File: src/rtl/stall_ctrl.sv
// stall_ctrl -- hazard and stall controller for the five-stage MIPS core.
//
// Decides each cycle whether PC and IF/ID advance and whether ID/EX gets a
// bubble. Register hazards use the Tuse/Tnew rule against the E and M stage
// destinations; mult/div hazards use a busy counter loaded when a mult/div
// instruction is in E. A saturating counter records stalled cycles.
//
// Ports:
//   clk, reset          rising-edge clock, asynchronous active-high reset
//   d_rs, d_rt          source register fields of the D-stage instruction
//   d_rs_tuse/d_rt_tuse Tuse of each source (3 = operand not read)
//   d_is_md             D instruction uses the mult/div unit
//   e_wa, e_tnew        E-stage destination (0 = none) and its Tnew
//   m_wa, m_tnew        M-stage destination (0 = none) and its Tnew
//   e_md_start          mult/div instruction in E this cycle
//   e_md_div            qualifies e_md_start: 1 = div/divu, 0 = mult/multu
//   pc_we, d_en         PC write enable, IF/ID enable (low while stalled)
//   e_clr               ID/EX synchronous clear (bubble insert)
//   md_busy             mult/div unit busy (registered)
//   stall_cnt           saturating count of stalled cycles
//
// Handshake: there is no valid/ready pair here; stall is a single-cycle,
// combinational hold request that the pipeline honours in the same cycle.
module stall_ctrl #(
  parameter int MULT_CYCLES = 5,
  parameter int DIV_CYCLES  = 10
) (
  input  logic        clk,
  input  logic        reset,
  input  logic [4:0]  d_rs,
  input  logic [4:0]  d_rt,
  input  logic [1:0]  d_rs_tuse,
  input  logic [1:0]  d_rt_tuse,
  input  logic        d_is_md,
  input  logic [4:0]  e_wa,
  input  logic [1:0]  e_tnew,
  input  logic [4:0]  m_wa,
  input  logic [1:0]  m_tnew,
  input  logic        e_md_start,
  input  logic        e_md_div,
  output logic        pc_we,
  output logic        d_en,
  output logic        e_clr,
  output logic        md_busy,
  output logic [31:0] stall_cnt
);

  // At least 4 bits, wider only when DIV_CYCLES needs it.
  localparam int CW = ($clog2(DIV_CYCLES + 1) > 4) ? $clog2(DIV_CYCLES + 1) : 4;

  logic [CW-1:0] md_cnt_q, md_cnt_d;
  logic [31:0]   stall_cnt_q, stall_cnt_d;

  logic stall_rs, stall_rt, stall_md, stall;

  always_comb begin
    stall_rs = (d_rs != 5'd0) && (d_rs_tuse != 2'd3) &&
               (((d_rs == e_wa) && (e_tnew > d_rs_tuse)) ||
                ((d_rs == m_wa) && (m_tnew > d_rs_tuse)));
    stall_rt = (d_rt != 5'd0) && (d_rt_tuse != 2'd3) &&
               (((d_rt == e_wa) && (e_tnew > d_rt_tuse)) ||
                ((d_rt == m_wa) && (m_tnew > d_rt_tuse)));
    // e_md_start covers the start cycle, before md_busy has risen.
    stall_md = d_is_md && (md_busy || e_md_start);
    // Reset forces the pipeline to free-run regardless of the inputs.
    stall    = !reset && (stall_rs || stall_rt || stall_md);
  end

  assign pc_we     = !stall;
  assign d_en      = !stall;
  assign e_clr     = stall;
  assign md_busy   = (md_cnt_q != '0);
  assign stall_cnt = stall_cnt_q;

  always_comb begin
    md_cnt_d = md_cnt_q;
    // A start while busy is ignored; the running count keeps decrementing.
    if (e_md_start && (md_cnt_q == '0)) begin
      md_cnt_d = e_md_div ? CW'(DIV_CYCLES) : CW'(MULT_CYCLES);
    end else if (md_cnt_q != '0) begin
      md_cnt_d = md_cnt_q - 1'b1;
    end
  end

  always_comb begin
    stall_cnt_d = stall_cnt_q;
    if (stall && (stall_cnt_q != 32'hFFFF_FFFF)) begin
      stall_cnt_d = stall_cnt_q + 32'd1;
    end
  end

  always_ff @(posedge clk or posedge reset) begin
    if (reset) begin
      md_cnt_q    <= '0;
      stall_cnt_q <= 32'd0;
    end else begin
      md_cnt_q    <= md_cnt_d;
      stall_cnt_q <= stall_cnt_d;
    end
  end

endmodule

File: config.mk
export PLATFORM = sky130hd
export DESIGN_NAME = stall_ctrl
export DESIGN_NICKNAME = d
export VERILOG_FILES = /design/src/rtl/stall_ctrl.sv
export SDC_FILE = /design/constraint.sdc
export NUM_CORES = 1
export LEC_CHECK = 0
export CAP_MARGIN = 15
export CORE_AREA = 2 2 69 121
export CTS_CLUSTER_DIAMETER = 30
export DETAILED_ROUTE_END_ITERATION = 12
export DIE_AREA = 0 0 71 123
export PLACE_DENSITY = 0.64
export SETUP_SLACK_MARGIN = 0.4
export SLEW_MARGIN = 20
export SYNTH_ARGS = -nofsm -noshare
export SYNTH_HDL_FRONTEND = slang
export SYNTH_SLANG_ARGS = --single-unit
File: constraint.sdc
create_clock -name clk -period 2.05 [get_ports clk]
set_input_delay 0.205 -clock clk [delete_from_list [all_inputs] [get_ports clk]]
set_output_delay 0.205 -clock clk [all_outputs]
set_load 0.005 [all_outputs]
---- After elaboration in Yosys (flattened, before gate mapping) ----
Cells that the tools add are included.
storage, ports and cells
  flip-flop bits (word level) ............. 36
  word-level logic and storage cells ...... 42
operators by class
  add/sub/neg operators ................... 2
  $lt $le $gt $ge ......................... 4
  eq/ne operators ......................... 7
  mux-type cells .......................... 3
  reductions and logical operators ........ 24
operator list
  operator                                          count
  adder 32 x 1 -> 32 bit, second input constant     1
  inequality test 32 bit, second input constant     1
  == test 5 bit                                     4
  logical AND 1 bit                                 12
  2-to-1 mux 4 bit                                  3
  nonzero test 5 bit                                2
  > comparator 2 bit                                4
  logical OR 1 bit                                  5
  zero test 4 bit                                   1
  inequality test 2 bit, second input constant      2
  nonzero test 4 bit                                1
  subtractor 4 x 1 -> 4 bit, second input constant  1
  zero test 1 bit                                   2
  nonzero test 2 bit                                1

---- Logic depth before layout (Yosys ltp) ----
Gate-level depths: netlist of the first run.
  depth after elaboration ................. 8
  gate-level depth with buffers ........... 10
  depth with buffers taken out ............ 9

---- Worst setup path before layout of the first run ----
Ideal clock, no wire load.
  path type ............................... register to register
  start ................................... register stall_cnt_q[18] (netlist: stall_cnt[18])
  end ..................................... register stall_cnt_q[1] (netlist: stall_cnt[1])
  library setup time ...................... 127 ps
  arrival time ............................ 1,933 ps
  slack ................................... -11 ps
  cell stages (with the launch flop) ...... 8
  period minus slack after synthesis ...... 2,061 ps
  cells stage by stage .................... dfrtp_1 nand4_1 or4_1 nor4_2 nor3b_2 inv_2 nand2_2 mux2_1
between the ends
  cells in the longest elaborated chain, start to end .. 2
ends and longest elaborated chain
  element                 RTL line  RTL
  from (decl)             52        logic [31:0] stall_cnt_q, stall_cnt_d;
  from (signal assigned)  98        stall_cnt_q <= stall_cnt_d;
  inequality test 32 bit  87        if (stall && (stall_cnt_q != 32'hFFFF_FFFF)) begin
  logical AND 1 bit       87
No other way between the ends.
A chain may end at the register's enable or synchronous reset.

---- Worst setup path after layout of the first run ----
Ends and elaborated chain as after synthesis.

==> run summary, run 1 <==
outcome = complete, no violations
register share of total power = 0.324
wire per inst = 16.8 µm
most frequent cells after synthesis = xnor2_1 (40), dfrtp_1 (36), nand4_1 (26), inv_1 (15), nand3_1 (14)
WL final = 7780 µm
unique cell type count in the Yosys netlist = 36
Hold Path End = stall_cnt[28]$_DFFE_PP0P_
RSZ-0062 raised after global routing = true
WP data required = 2210 ps
Leakage = 1.77 nW
Total GRT Usage = 0.177
Post-synth top flop = dfrtp_1
post-synthesis sequential area ratio = 0.395
Sw Ratio = 0.305
post-DR vias/cell = 5.09
Post-CTS Hold Buffers = 0
Reg2Reg Capture Point = stall_cnt[1]$_DFFE_PP0P_
final worst path period share = 0.981
largest net degree at the start of global routing = 37
number of enable flip-flop cells after synthesis = 0
total CTS buffers = 5
Mapped Avg Cell Area = 9.59 µm²
Initial Utilization = 0.293
reg2reg start = stall_cnt[18]$_DFFE_PP0P_
Fin. Hold Viols = 0
drt drc = 0
maximum vdd drop = 0.729 mV
clk buf depth = 2
drt initial violations = 59
Max-Cap Viols = 0
grt total ovfl = 0
Worst slew margin = 0.690
Arr. time, crit path = 2170 ps
H-tree depth = 2
Die Width = 71 µm
crit-path max FO = 2
dpl hpwl = 5490 µm
Cells on Worst Hold Path = 1
Die Area = 8730 µm²
ANT cells = 0
GP Congestion = 0.901
total power = 2.80 mW
fin crit period = 2010 ps
area of the core = 7800 µm²
slack of the worst reg-to-reg path = 40 ps
Setup Total Neg Slack = 0 ps
crit end category = register
Synth area leader = dfrtp_1
Gate power share = 0.396
Finished Cell Area = 4060 µm²
die height = 123 µm
Setup CP Type = reg2reg
vias in the first global route = 2541
max-slew violations = 0
Clock Tree Root = clkbuf_16
Synth Cell Area = 2280 µm²
endpoints failing setup = 0
clock skew = 5.06 ps
Highest Clock Rate = 0.497 GHz
Least-Margin Pin Slew = 464 ps
# IOs = 69
Psw = 0.856 mW
final core occ = 0.521
count leader, synth = xnor2_1
share of cells above drive strength 1 = 0.382
syn nets = 282
Yosys warning total = 0
1st-pass router iterations = 6
initial antenna violation count = 0
Clock power frac = 0.280
Worst Hold Class = reg2reg
register bit total from synthesis = 36
Synth area leaders = dfrtp_1 (39%), xnor2_1 (15%), nand4_1 (7.1%)
nets = 418
Synth top area share = 0.395
Routed Antenna Nets = 0
FF-to-FF path depth = 7
Clock transition at path regs = 50 ps
IO buf count = 68
area grow syn2layout = 78.0%
Hold Crit Start = stall_cnt[28]$_DFFE_PP0P_
first-pass GRT wire length = 12200 µm
Pwr Density = 690 nW/µm²
ys async rst share = 1.00
Worst-Skew Late Latency = 280 ps
CTS tree = built
post-synthesis instance total = 238
cell area after placement = 3360 µm²
FP Rows = 43
Pint = 1.95 mW
CTS sink count = 36
CP Launch Type = register
via count = 2361
power groups by stage:
stage	Combinational [mW]	Sequential (mW)	Clock, mW
after global routing	1.21	0.920	0.822
after CTS	1.01	0.899	0.791
final	1.11	0.908	0.785
after global placement	0.808	0.905	0
after detailed placement	0.822	0.910	0
after floorplan	0.381	0.915	0
cell usage in the layout (no fill, tap or decap), types with 6 or more instances in the layout:
| cell type | Yosys | routed |
|---|---|---|
| nor2_1 | 12 | 9 |
| dfrtp_1 | 36 | 36 |
| inv_1 | 15 | 7 |
| nand3_1 | 14 | 10 |
| inv_2 | 1 | 6 |
| nand2_1 | 11 | 8 |
| clkbuf_2 | 0 | 7 |
| clkdlybuf4s50_1 | 0 | 34 |
| nand4_1 | 26 | 26 |
| ha_4 | 0 | 9 |
| buf_6 | 0 | 23 |
| buf_4 | 1 | 44 |
| xor2_1 | 12 | 10 |
| xnor2_1 | 40 | 38 |
| dlygate4sd2_1 | 0 | 15 |
critical path: stages (launching register included):
cell     delay (ps)
dfrtp_1         350
nand4_1         100
or4_4           510
nor4_4          240
nor3b_4         240
inv_2            80
nand2_4          70
mux2_4          290
area by class of cell:
type / instances / area [µm²]
clock buffers: 7 / 153
fillers: 691 / 3740
inverters: 16 / 68.8
multi-input cells: 181 / 1610
flip-flops and latches: 36 / 901
well taps: 90 / 113
repair buffers: 134 / 1210
state kept, by name (all words and copies together) (netlist names):
register,count
stall_cnt,32
md_cnt_q,4
routing by layer:
metal  share of wire  track usage  vias up
met5               0            0        -
met4           0.029       0.0696        0
li1                -            -     1120
met3           0.049       0.0302       22
met2            0.56        0.354       86
met1            0.36        0.177     1133
how the worst max path moves through the flow:
stage	startpoint	end	slack [ps]	cells past startpoint
after global routing	stall_cnt[20]$_DFFE_PP0P_	stall_cnt[8]$_DFFE_PP0P_	-80	8
after CTS	stall_cnt[18]$_DFFE_PP0P_	stall_cnt[1]$_DFFE_PP0P_	-10	7
after floorplan	stall_cnt[15]$_DFFE_PP0P_	stall_cnt[1]$_DFFE_PP0P_	-4	7
final	stall_cnt[18]$_DFFE_PP0P_	stall_cnt[1]$_DFFE_PP0P_	40	7
after detailed placement	d_rt_tuse[1]	e_clr	-550	9
after global placement	d_rt_tuse[1]	e_clr	-570	9
through the flow:
stage,hold WS (ps),setup slack [ps],instances
floorplan,163,-4.38,238
detailed placement,487,-547,428
global route,508,-77.2,464
finish,491,39.7,464
global placement,481,-574,428
CTS,495,-9.66,458
cells by family (layout without fill, tap and decap cells):
| logic type | count (synthesis) | in the layout | share of synthesized area |
|---|---|---|---|
| simple gates | 99 | 99 | 0.253 |
| compound gates | 17 | 17 | 0.0450 |
| buf+inv | 21 | 157 | 0.0378 |
| flops | 36 | 36 | 0.395 |
| mux | 2 | 2 | 0.00932 |
| fa+ha+maj | 11 | 11 | 0.0603 |
| xor+xnor | 52 | 52 | 0.200 |
repair_timing:
item,4_1_cts,5_1_grt
endpoints found under the setup margin,36,36
cloned,1,0
resized for setup,115,44
pin swaps,28,18
setup buffers,22,6
Note: power is estimated with default switching activity, not from simulation.
==> inputs of run 2 (changes only) <==
ABC_CLOCK_PERIOD_IN_PS = 2050   (was default)
CORE_AREA = 2 2 59 102   (was 2 2 69 121)
DIE_AREA = 0 0 61 104   (was 0 0 71 123)
PLACE_DENSITY = 0.83   (was 0.64)
==> run 2 against run 1 <==
The flow now finishes with violations (negative setup slack). Worst hold slack improved by 9.6 ps. Critical path depth increased by 3. Sequential share of layout area increased by 0.54 points. Critical endpoint is now stall_cnt[19]$_DFFE_PP0P_.
==> run summary, run 2 (same netlist as run 1, synthesis figures left out) <==
outcome = complete, but fails checks
failing checks = negative setup slack
slack of the worst reg-to-reg path = -60 ps (-100 ps)
via count = 2505 (+6.1%)
# IOs = 69 (unchanged)
vias in the first global route = 2549 (+0.31%)
final setup margin = -62.4 ps (-102 ps)
grt total ovfl = 0 (unchanged)
Fin. Hold Viols = 0 (unchanged)
CTS tree = built
maximum vdd drop = 0.610 mV (-16%)
clk buf depth = 2 (unchanged)
dpl hpwl = 5030 µm (-8.3%)
drt drc = 0 (unchanged)
Total GRT Usage = 0.247 (+0.0699)
H-tree depth = 2 (unchanged)
WP data required = 2260 ps (+50 ps)
first-pass GRT wire length = 11800 µm (-3.0%)
worst path cell trace = buf_4, buf_4, buf_6, and4_4, nand4_1, nor2_2, a21oi_2, buf_4, nand4_1, xnor2_1
final core occ = 0.716 (+0.195)
total CTS buffers = 5 (unchanged)
critical path's slowest cell = nor2_2
wire per inst = 18.3 µm (+8.9%)
GP Congestion = 0.830 (-7.9%)
drt initial violations = 156 (+160%)
Clock transition at path regs = 80 ps (+30 ps)
initial antenna violation count = 0 (unchanged)
Max-Cap Viols = 0 (unchanged)
Least-Margin Pin Slew = 454 ps (-9.68 ps)
Initial Utilization = 0.412 (+0.119)
fin crit period = 2110 ps (+102 ps)
Pwr Density = 637 nW/µm² (-7.7%)
Arr. time, crit path = 2320 ps (+150 ps)
largest net degree at the start of global routing = 37 (unchanged)
max reg flops = 32 (unchanged)
CP most frequent cell = buf_4
total power = 2.53 mW (-9.9%)
Die Area = 6340 µm² (-27%)
leading cell types in the layout, fill and taps excluded = buf_4 (62), xnor2_1 (38), dfrtp_1 (36)
CP peak stage delay = 370 ps (-140 ps)
Die Width = 61 µm (-14%)
nets = 423 (+1.2%)
Leakage = 1.81 nW (+2.1%)
CTS sink count = 36 (unchanged)
ANT cells = 0 (unchanged)
share of cells above drive strength 1 = 0.379 (-0.00341)
area grow syn2layout = 73.8%
fin cells = 456 (-1.7%)
Clock Tree Root = clkbuf_8
final worst path period share = 1.03 (+0.0498)
crit end category = register
Setup CP Type = reg2reg
Routed Antenna Nets = 0 (unchanged)
Worst slew margin = 0.697 (+0.00760)
Worst Hold Class = reg2reg
area of the core = 5540 µm² (-29%)
max-slew violations = 0 (unchanged)
FP Rows = 36 (-16%)
RSZ-0062 raised after global routing = true
WL final = 8330 µm (+7.0%)
IO buf count = 68 (unchanged)
CP Launch Type = register
1st-pass router iterations = 4 (-2)
Worst-Skew Late Latency = 300 ps (+20 ps)
# placed instances = 414 (-3.3%)
commonest non-fill, non-tap cell in the layout = buf_4
die height = 104 µm (-15%)
endpoints failing setup = 9 (+9)
Highest Clock Rate = 0.473 GHz (-4.8%)
clock skew = 11.0 ps (+5.94 ps)
post-DR vias/cell = 5.49 (+8.0%)
crit-path max FO = 5 (+3)
-- run 2: changes by cell type in the layout (fill, tap and decap cells not counted), sizes merged --
cell,before,now
clkbuf,14,18
dlygate4sd2,15,14
dlymetal6s2s,0,3
clkdlybuf4s15,3,2
clkinvlp,1,2
-- run 2: path summary, 6_finish.rpt --
check | from | end | cells after the start
setup / recovery | stall_cnt[19]$_DFFE_PP0P_ | stall_cnt[19]$_DFFE_PP0P_ | 10
max in group asynchronous | reset | stall_cnt[16]$_DFFE_PP0P_ | 3
setup reg to reg | stall_cnt[19]$_DFFE_PP0P_ | stall_cnt[19]$_DFFE_PP0P_ | 10
min in group asynchronous | reset | md_cnt_q[1]$_DFFE_PP0P_ | 3
hold / removal | stall_cnt[29]$_DFFE_PP0P_ | stall_cnt[29]$_DFFE_PP0P_ | 1
hold reg to reg | stall_cnt[29]$_DFFE_PP0P_ | stall_cnt[29]$_DFFE_PP0P_ | 1
-- run 2: final cells by class --
class	instances	area, µm²
tap	76	95.1
multi-input combinational	181	1580
sequential	36	901
timing repair buffer	139	1230
clock inverter	1	7.51
inverter	16	66.3
clock buffer	7	86.3
fill	392	1570
-- run 2: critical path: cells and delay by family, from the launching register on --
kind / cells / cell delay, ps
xor+xnor: 1 / 140
simple gates: 4 / 940
buf+inv: 4 / 490
flops: 1 / 360
compound gates: 1 / 110
-- run 2: where the power goes --
| group | internal, mW | switching, mW |
|---|---|---|
| registers | 0.813 | 0.0853 |
| clock network | 0.273 | 0.260 |
| logic | 0.607 | 0.488 |
-- run 2: metal layers --
layer | wire (µm) | global-route usage
met5 | 0 | 0
met4 | 433 | 0.126
met3 | 587 | 0.0647
met2 | 4630 | 0.443
met1 | 2680 | 0.244
-- run 2: timing repair --
item	4_1_cts	5_1_grt
pin swaps	29	23
hold buffers	0	0
endpoints found under the setup margin	36	35
gates resized for setup	83	56
cloned	0	2
setup buffers	18	14
-- run 2: metrics by stage --
stage / hold slack (ps) / setup WS, ps / TNS, ps / cell area [µm²]
after floorplan: 163 / -4.38 / -4.38 / 2310
after global placement: 483 / -474 / -12330 / 3330
after detailed placement: 489 / -537 / -14150 / 3330
after CTS: 502 / -33.4 / -104 / 3700
after global routing: 522 / -192 / -2510 / 3970
final: 501 / -62.4 / -216 / 3970
==> inputs of run 3 (changes only) <==
CELL_PAD_IN_SITES_DETAIL_PLACEMENT = 2   (was default)
CELL_PAD_IN_SITES_GLOBAL_PLACEMENT = 2   (was default)
CORE_AREA = 2 2 76 132   (was 2 2 59 102)
DIE_AREA = 0 0 78 134   (was 0 0 61 104)
PLACE_DENSITY = 0.81   (was 0.83)
SETUP_SLACK_MARGIN = 0.3   (was 0.4)
==> run 3 against run 2 <==
The flow still finishes with violations (negative setup slack). Maximum frequency down 5.8%. Die area up 65%. Wire length up 40%.
==> run summary, run 3 (same netlist as run 1, synthesis figures left out) <==
Fin. Hold Viols = 0 (unchanged)
Total GRT Usage = 0.204 (-0.0430)
Place WS = -739 ps (-202 ps)
cell family with most CP delay = simple AND/OR/NAND/NOR gates
Post-CTS Hold Buffers = 0 (unchanged)
Clock Tree Root = clkbuf_16
Worst-Skew Late Latency = 290 ps (about the same)
crit-path max FO = 6 (+1)
WP data required = 2250 ps (about the same)
final setup margin = -192 ps (-130 ps)
1st-pass router iterations = 3 (-1)
first-pass GRT wire length = 16000 µm (+35%)
Die Width = 78 µm (+28%)
Setup Total Neg Slack = -1900 ps (-1680 ps)
GP Congestion = 0.827 (-0.31%)
worst path cell trace = nand2_1, or4_4, nor4_4, nor3b_4, buf_4, nor2_4, nand4_1, xnor2_1
Clock transition at path regs = 50 ps (-30 ps)
Worst Hold Class = reg2reg
vias in the first global route = 2944 (+15%)
Initial Utilization = 0.243 (-0.169)
CTS tree = built
area grow syn2layout = 88.9%
slack of the worst reg-to-reg path = -190 ps (-130 ps)
share of cells above drive strength 1 = 0.434 (+0.0555)
register share of total power = 0.317 (-0.039)
Routed Antenna Nets = 0 (unchanged)
WL final = 11700 µm (+40%)
CP Launch Type = register
nets = 432 (+2.1%)
grt total ovfl = 0 (unchanged)
outcome = complete, but fails checks
critical path's slowest cell = or4_4
reg2reg start = stall_cnt[22]$_DFFE_PP0P_
drt drc = 0 (unchanged)
die height = 134 µm (+29%)
area of the core = 9410 µm² (+70%)
final worst path period share = 1.09 (+0.0633)
Gate power share = 0.416 (-0.018)
FF-to-FF path depth = 8 (-2)
Max-Cap Viols = 0 (unchanged)
maximum vdd drop = 0.778 mV (+28%)
total CTS buffers = 5 (unchanged)
endpoints failing setup = 17 (+8)
Sw Ratio = 0.331 (+0.00103)
post-DR vias/cell = 4.97 (-9.5%)
clock skew = 5.17 ps (-5.83 ps)
total power = 2.91 mW (+15%)
ANT cells = 0 (unchanged)
Leakage = 1.85 nW (+2.2%)
CP peak stage delay = 570 ps (+200 ps)
RSZ-0062 raised after global routing = true
max-slew violations = 0 (unchanged)
max reg flops = 32 (unchanged)
Hold Path End = stall_cnt[28]$_DFFE_PP0P_
Arr. time, crit path = 2440 ps (+120 ps)
dpl hpwl = 7210 µm (+43%)
Cells on Worst Hold Path = 1 (unchanged)
FP Rows = 47 (+31%)
Psw = 0.961 mW (+15%)
Buf+Inv Stages, Crit Path = 1 (-3)
commonest non-fill, non-tap cell in the layout = buf_4
CTS sink count = 36 (unchanged)
Finished Cell Area = 4310 µm² (+8.7%)
Die Area = 10500 µm² (+65%)
wire per inst = 22.8 µm (+25%)
Highest Clock Rate = 0.446 GHz (-5.8%)
Least-Margin Pin Slew = 499 ps (+44.3 ps)
clk buf depth = 2 (unchanged)
Pint = 1.94 mW (+15%)
Pwr Density = 674 nW/µm² (+5.7%)
largest net degree at the start of global routing = 37 (unchanged)
FILL cells = 976 (+150%)
H-tree depth = 2 (unchanged)
Clock power frac = 0.267 (+0.056)
leading cell types in the layout, fill and taps excluded = buf_4 (59), clkdlybuf4s50_1 (36), dfrtp_1 (36)
Setup CP Type = reg2reg
cell area after placement = 3440 µm² (+3.2%)
drt initial violations = 52 (-67%)
fin crit period = 2240 ps (+130 ps)
Hold Crit Start = stall_cnt[28]$_DFFE_PP0P_
crit end category = register
via count = 2540 (+1.4%)
failing checks = negative setup slack
WHS = 495 ps (-5.33 ps)
# IOs = 69 (unchanged)
initial antenna violation count = 0 (unchanged)
Reg2Reg Capture Point = stall_cnt[11]$_DFFE_PP0P_
Worst slew margin = 0.668 (-0.0295)
IO buf count = 68 (unchanged)
[run 3: layout make-up]
class,count,area [µm²],share of cell area
Inverter,16,73.8,0.0171
Clock buffer,8,146,0.0340
Multi-Input combinational cell,181,1680,0.390
Tap cell,122,153,0.0354
Timing Repair Buffer,148,1360,0.315
Sequential cell,36,901,0.209
[run 3: routing by layer]
layer	up-vias	track usage	routed length, µm
met2	86	0.410	6810
met4	0	0.125	814
met5	-	0	0
met3	48	0.0330	327
met1	1264	0.182	3710
li1	1142	-	-
[run 3: per-stage QoR]
stage,utilization,std cells
after detailed placement,0.365,468
after global placement,0.365,468
after CTS,0.427,497
after global routing,0.458,511
final,0.458,511
after floorplan,-,238
[run 3: how the worst max path moves through the flow]
stage / startpoint / to / slack (ps) / cells past startpoint
global placement: d_rs_tuse[1] / e_clr / -610 / 9
global route: stall_cnt[23]$_DFFE_PP0P_ / stall_cnt[11]$_DFFE_PP0P_ / -270 / 8
CTS: stall_cnt[15]$_DFFE_PP0P_ / stall_cnt[12]$_DFFE_PP0P_ / -90 / 8
finish: stall_cnt[22]$_DFFE_PP0P_ / stall_cnt[11]$_DFFE_PP0P_ / -190 / 8
detailed placement: d_rs_tuse[1] / stall_cnt[22]$_DFFE_PP0P_ / -740 / 11
floorplan: stall_cnt[18]$_DFFE_PP0P_ / stall_cnt[1]$_DFFE_PP0P_ / -9 / 7
[run 3: power groups by stage]
stage / Combinational, mW / Clock, mW / Sequential [mW]
floorplan: 0.375 / 0 / 0.915
global placement: 0.805 / 0 / 0.902
detailed placement: 0.848 / 0 / 0.913
CTS: 1.01 / 0.799 / 0.904
global route: 1.30 / 0.822 / 0.938
finish: 1.21 / 0.775 / 0.921
[run 3: repair_timing]
action | 4_1_cts | 5_1_grt
cloned | 0 | 2
buffers inserted | 21 | 12
setup endpoints to repair | 36 | 35
pin swaps | 49 | 28
hold endpoints to repair | 0 | 0
resized for setup | 126 | 57
